## src/rtl/mem_wb_ctrl.sv

```systemverilog
// MEM-stage sequencer: runs the data-memory handshake for loads/stores and
// drives the MEM/WB register feeding the writeback select mux.
//
// state | meaning
// IDLE  | accepting one instruction per cycle; ALU ops retire on the next edge
// BUSY  | memory access outstanding; upstream stalled until ready or timeout
module mem_wb_ctrl #(
   parameter int TIMEOUT     = 16,
   parameter int STALL_CNT_W = 32
) (
   input  logic                   clk,
   input  logic                   reset,
   input  logic                   in_valid,
   input  logic                   in_MemRead,
   input  logic                   in_MemWrite,
   input  logic                   in_RegWrite,
   input  logic                   in_MemtoReg,
   input  logic [4:0]             in_WriteReg,
   input  logic [31:0]            in_ALUResult,
   input  logic [31:0]            in_WriteData,
   output logic                   stall,
   output logic                   mem_req,
   output logic                   mem_we,
   output logic [31:0]            mem_addr,
   output logic [31:0]            mem_wdata,
   input  logic                   mem_ready,
   input  logic [31:0]            mem_rdata,
   output logic                   wb_valid,
   output logic                   wb_RegWrite,
   output logic [4:0]             wb_WriteReg,
   output logic                   wb_MemtoReg,
   output logic [31:0]            wb_ALUResult,
   output logic [31:0]            wb_RD,
   output logic                   err_timeout,
   output logic [STALL_CNT_W-1:0] stall_cnt
);

   typedef enum logic {IDLE = 1'b0, BUSY = 1'b1} state_t;

   localparam logic [7:0]             WAIT_LAST = 8'(TIMEOUT - 1);
   localparam logic [STALL_CNT_W-1:0] CNT_MAX   = '1;

   state_t      state;
   logic [7:0]  wait_cnt;
   logic        lat_we;
   logic        lat_RegWrite;
   logic        lat_MemtoReg;
   logic [4:0]  lat_WriteReg;
   logic [31:0] lat_addr;
   logic [31:0] lat_wdata;

   // Memory side is driven straight from the latched instruction so it is
   // stable for all of BUSY and holds its last value afterwards.
   assign stall     = (state == BUSY);
   assign mem_req   = (state == BUSY);
   assign mem_we    = lat_we;
   assign mem_addr  = lat_addr;
   assign mem_wdata = lat_wdata;

   // FSM, instruction latch, MEM/WB register and status counters.
   always_ff @(posedge clk) begin
      if (reset) begin
         state        <= IDLE;
         wait_cnt     <= '0;
         lat_we       <= 1'b0;
         lat_RegWrite <= 1'b0;
         lat_MemtoReg <= 1'b0;
         lat_WriteReg <= '0;
         lat_addr     <= '0;
         lat_wdata    <= '0;
         wb_valid     <= 1'b0;
         wb_RegWrite  <= 1'b0;
         wb_WriteReg  <= '0;
         wb_MemtoReg  <= 1'b0;
         wb_ALUResult <= '0;
         wb_RD        <= '0;
         err_timeout  <= 1'b0;
         stall_cnt    <= '0;
      end else begin
         wb_valid <= 1'b0;
         case (state)
            IDLE: begin
               if (in_valid) begin
                  if (in_MemRead || in_MemWrite) begin
                     // read+write together is treated as a store
                     lat_we       <= in_MemWrite;
                     lat_RegWrite <= in_RegWrite;
                     lat_MemtoReg <= in_MemtoReg;
                     lat_WriteReg <= in_WriteReg;
                     lat_addr     <= in_ALUResult;
                     lat_wdata    <= in_WriteData;
                     wait_cnt     <= '0;
                     state        <= BUSY;
                  end else begin
                     wb_valid     <= 1'b1;
                     wb_RegWrite  <= in_RegWrite;
                     wb_WriteReg  <= in_WriteReg;
                     wb_MemtoReg  <= in_MemtoReg;
                     wb_ALUResult <= in_ALUResult;
                  end
               end
            end
            BUSY: begin
               if (stall_cnt != CNT_MAX) begin
                  stall_cnt <= stall_cnt + 1'b1;
               end
               if (mem_ready) begin
                  // ready wins even in the last allowed wait cycle
                  state        <= IDLE;
                  wb_valid     <= 1'b1;
                  wb_RegWrite  <= lat_RegWrite;
                  wb_WriteReg  <= lat_WriteReg;
                  wb_MemtoReg  <= lat_MemtoReg;
                  wb_ALUResult <= lat_addr;
                  if (!lat_we) begin
                     wb_RD <= mem_rdata;
                  end
               end else if (wait_cnt < WAIT_LAST) begin
                  wait_cnt <= wait_cnt + 8'd1;
               end else begin
                  // abort: retire without a register write, flag sticks
                  state        <= IDLE;
                  wb_valid     <= 1'b1;
                  wb_RegWrite  <= 1'b0;
                  wb_WriteReg  <= lat_WriteReg;
                  wb_MemtoReg  <= lat_MemtoReg;
                  wb_ALUResult <= lat_addr;
                  err_timeout  <= 1'b1;
               end
            end
            default: state <= IDLE;
         endcase
      end
   end

endmodule

```

## config.mk

```make
export PLATFORM = sky130hd
export DESIGN_NAME = mem_wb_ctrl
export DESIGN_NICKNAME = d
export VERILOG_FILES = /design/src/rtl/mem_wb_ctrl.sv
export SDC_FILE = /design/constraint.sdc
export NUM_CORES = 1
export LEC_CHECK = 0
export BUFFER_PORTS_ARGS = -buffer_cell sky130_fd_sc_hd__buf_2
export CAP_MARGIN = 5
export CORE_ASPECT_RATIO = 0.9
export CORE_MARGIN = 4
export CORE_UTILIZATION = 40
export CTS_CLUSTER_DIAMETER = 80
export DETAILED_ROUTE_END_ITERATION = 6
export GPL_TIMING_DRIVEN = 0
export PLACE_DENSITY = 0.74
export SYNTH_ARGS = -nofsm -noshare
export SYNTH_HDL_FRONTEND = slang
export SYNTH_SLANG_ARGS = --single-unit
```

## constraint.sdc

```tcl
create_clock -name clk -period 3.2 [get_ports clk]
set_clock_uncertainty 0.1 [all_clocks]
set_input_delay 0 -clock clk [delete_from_list [all_inputs] [get_ports clk]]
set_output_delay 0 -clock clk [all_outputs]
set_load 0.02 [all_outputs]
```

==> impl_metrics.tcl <==
set metrics [dict create \
    start_util_pct 41.2 \
    setup_viol_count_final 0 \
    postSynthCellCount 880 \
    io_pins 281 \
    clock_latency_ns 0.43 \
    endpoint "mem_wdata[4]" \
    worstPathArrival_ns 3.00 \
    final_core_util_pct 60.1 \
    die_h_um 137 \
    drtAntennaViolNets 0 \
    syn-cell-area_mm2 0.00735 \
    r2r_start "mem_req" \
    end_kind "flop" \
    ys_top_cells_by_area "dfxtp_1, nand2_1, a21oi_1, mux2i_1, a211oi_1" \
    grt_max_degree 20 \
    p_total_mw 5.44 \
    placed_cells 1399 \
    worstSetupPathType "flop to flop" \
    slew_headroom_pct 46.8 \
    die_area_mm2 0.0206 \
    drive_gt1_share_pct 25.6 \
    synth_top_family_by_area "simple AND/OR/NAND/NOR gates" \
    cts-root-buf "clkbuf_16" \
    yosysTopAreaCellShare_pct 50.7 \
    finalCritPeriodShare_pct 86.1 \
    grt_pass1_vias 7652 \
    grt.total_usage_pct 23.8 \
    syn_area_per_cell_um2 8.35 \
    die_w_um 151 \
    rsz0062_at_grt "false" \
    worst_r2r_endpoint "mem_wdata[4]" \
    avgRoutedWirePerCell_um 16.3 \
    synth_area_leader_cell "dfxtp_1" \
    power_density_mw_per_mm2 508 \
    r2r_slack_ns 0.44 \
    startpoint_type "flop" \
    drt_pass1_iterations 7 \
    seq_area_frac_synth_pct 50.7 \
    maxSlewViolCount 0 \
    status "complete, no violations" \
    clock_sinks 186 \
    coreArea_mm2 0.0178 \
    antenna_found_initial 0 \
    hold_violations 0 \
    cts_buffer_depth 2 \
    hp-class "input pin to flop" \
    pre_cts_ws_ns 0.265 \
    ys_dominant_reg_cell "dfxtp_1" \
    muxShareOfSynthArea_pct 6.42 \
    numPortBuffers 279 \
    yosys.area_share.simple_pct 22.9 \
    worst_pin_slew_ns 0.798 \
    nets 1398 \
    min_period_ns 2.76 \
    grt_pass1_wl_um 39400 \
    yosys_warnings 0 \
    syn_nets 991 \
    async_flop_share_pct 0 \
    synth_compound_area_share_pct 15.7 \
    numCtsBuffers 17 \
    max_freq_mhz 363 \
    ir_worst_vdd_mv 0.351 \
    startpoint "mem_req" \
    cp_max_fo 10 \
    num_rows 46 \
    p_leak_nw 4.55 \
    yosys.area_share.xor_xnor_pct 0.358 \
    area_growth_pct 46.0 \
    ys_seq_elements 186 \
    synth-edff-count 0 \
    drc 0 \
    gp_congestion 0.816 \
    drt_iter0_markers 418 \
    ys_types 46 \
    cap_violations 0 \
    clk_pin_slew_ns 0.07 \
    dp_hpwl_um 16800 \
    route.vias.total 7866 \
    synthAdderAreaFrac_pct 0.341 \
    instances_no_fill 1541 \
    wl_um 25100 \
    fin_ws_ns 0.443 \
    htreeDepth 4 \
    via_per_inst 5.10 \
    gr-total-overflow 0 \
    reg2reg_depth 7 \
    tritoncts "built" \
    required_ns 3.45 \
    finalSetupTns_ns 0 \
    cts_setup_buffers 0 \
]
## sequential cells by signal, indices dropped and copies added (netlist names), 5 cells and up
signal / flops
wait_cnt: 8
mem_addr: 32
wb_ALUResult: 32
stall_cnt: 32
lat_WriteReg: 5
wb_WriteReg: 5
mem_wdata: 32
wb_RD: 32
## how the worst min path moves through the flow
stage / start / to / slack (ns) / cells past startpoint
floorplan: in_MemtoReg / lat_MemtoReg / 0.04 / 2
global placement: mem_rdata[6] / wb_RD[6] / 0.14 / 3
detailed placement: in_WriteData[12] / mem_wdata[12] / 0.15 / 3
CTS: reset / stall_cnt[23] / 0.01 / 3
global route: reset / stall_cnt[27] / 0.05 / 3
finish: reset / stall_cnt[29] / 0.03 / 3
## area by class of cell
cell class | count | area, um2
Buffer | 65 | 256
Antenna cell | 1 | 2.50
Sequential cell | 186 | 3720
Timing Repair Buffer | 388 | 2490
Fill cell | 1508 | 7120
Tap cell | 240 | 300
Multi-Input combinational cell | 625 | 3350
Clock inverter | 15 | 161
Inverter | 4 | 15.0
Clock buffer | 17 | 425
## Yosys cell counts (all sizes together) (3+ instances only)
master / instances
a211oi: 39
a21oi: 130
and2: 4
and3: 3
buf: 12
clkbuf: 53
dfxtp: 186
inv: 4
mux2: 5
mux2i: 40
nand2: 227
nand3: 16
nand4: 9
nor2: 64
nor2b: 8
nor3: 4
nor4: 8
o21ai: 14
o31ai: 9
or3: 12
or4: 12
## repair_timing
item,CTS,global route
setup endpoints to repair,0,10
hold endpoints to repair,145,0
hold buffers,109,0
resized for setup,0,2
## stage by stage
stage	hold slack, ns	instance area, um2
3_5_place_dp	0.146	9040
2_1_floorplan	0.0360	7350
3_3_place_gp	0.141	9040
6_report	0.0290	10700
5_1_grt	0.0534	10700
4_1_cts	0.0120	10700
## worst max-delay path: stages, from the launching register on
cell	delay, ns
dfxtp_1	0.35
buf_2	0.19
clkbuf_1	0.33
nor3b_1	0.41
clkbuf_1	0.57
buf_1	0.42
nand2_1	0.14
a21oi_1	0.17
## cell usage in the layout, fill, tap and decap left out, types with 4 or more instances in the layout
cell	synthesis	routed
a211oi_1	39	39
a21oi_1	130	130
and2_1	4	4
buf_1	7	7
buf_2	3	282
clkbuf_1	53	52
clkbuf_16	0	17
clkinv_4	0	5
dfxtp_1	186	186
dlygate4sd3_1	0	109
inv_1	4	4
inv_8	0	4
mux2_4	4	4
mux2i_1	40	40
nand2_1	227	227
nand3_1	16	16
nand4_1	7	7
nor2_1	63	63
nor2b_1	8	8
nor4_1	6	6
o21ai_0	5	5
o21ai_1	9	9
o31ai_1	7	7
or3_1	12	12
or4_1	11	11
## kinds of logic (layout without fill, tap and decap cells)
kind of cell,after synthesis,in the layout
fa+ha+maj,2,2
simple gates,378,378
buf+inv,69,489
flops,186,186
mux,45,45
xor+xnor,3,3
other cells,0,1
compound gates,197,197
## where the power goes
part           switching (mW)  internal [mW]  leakage [nW]  total, mW
combinational           0.515          0.341          2.75      0.856
sequential             0.0683           2.43          1.52       2.50
clock                    1.04           1.04         0.280       2.09
total                    1.63           3.82          4.55       5.44
## layer usage
layer,up-vias,track usage [%],wire length [um],share of wire [%]
li1,3849,-,-,-
met1,3712,29.0,10400,42
met2,275,40.9,12400,49
met3,30,6.99,1970,7.9
met4,0,6.70,319,1.3
met5,-,0,0,0
Note: power is estimated with default switching activity, not from simulation.
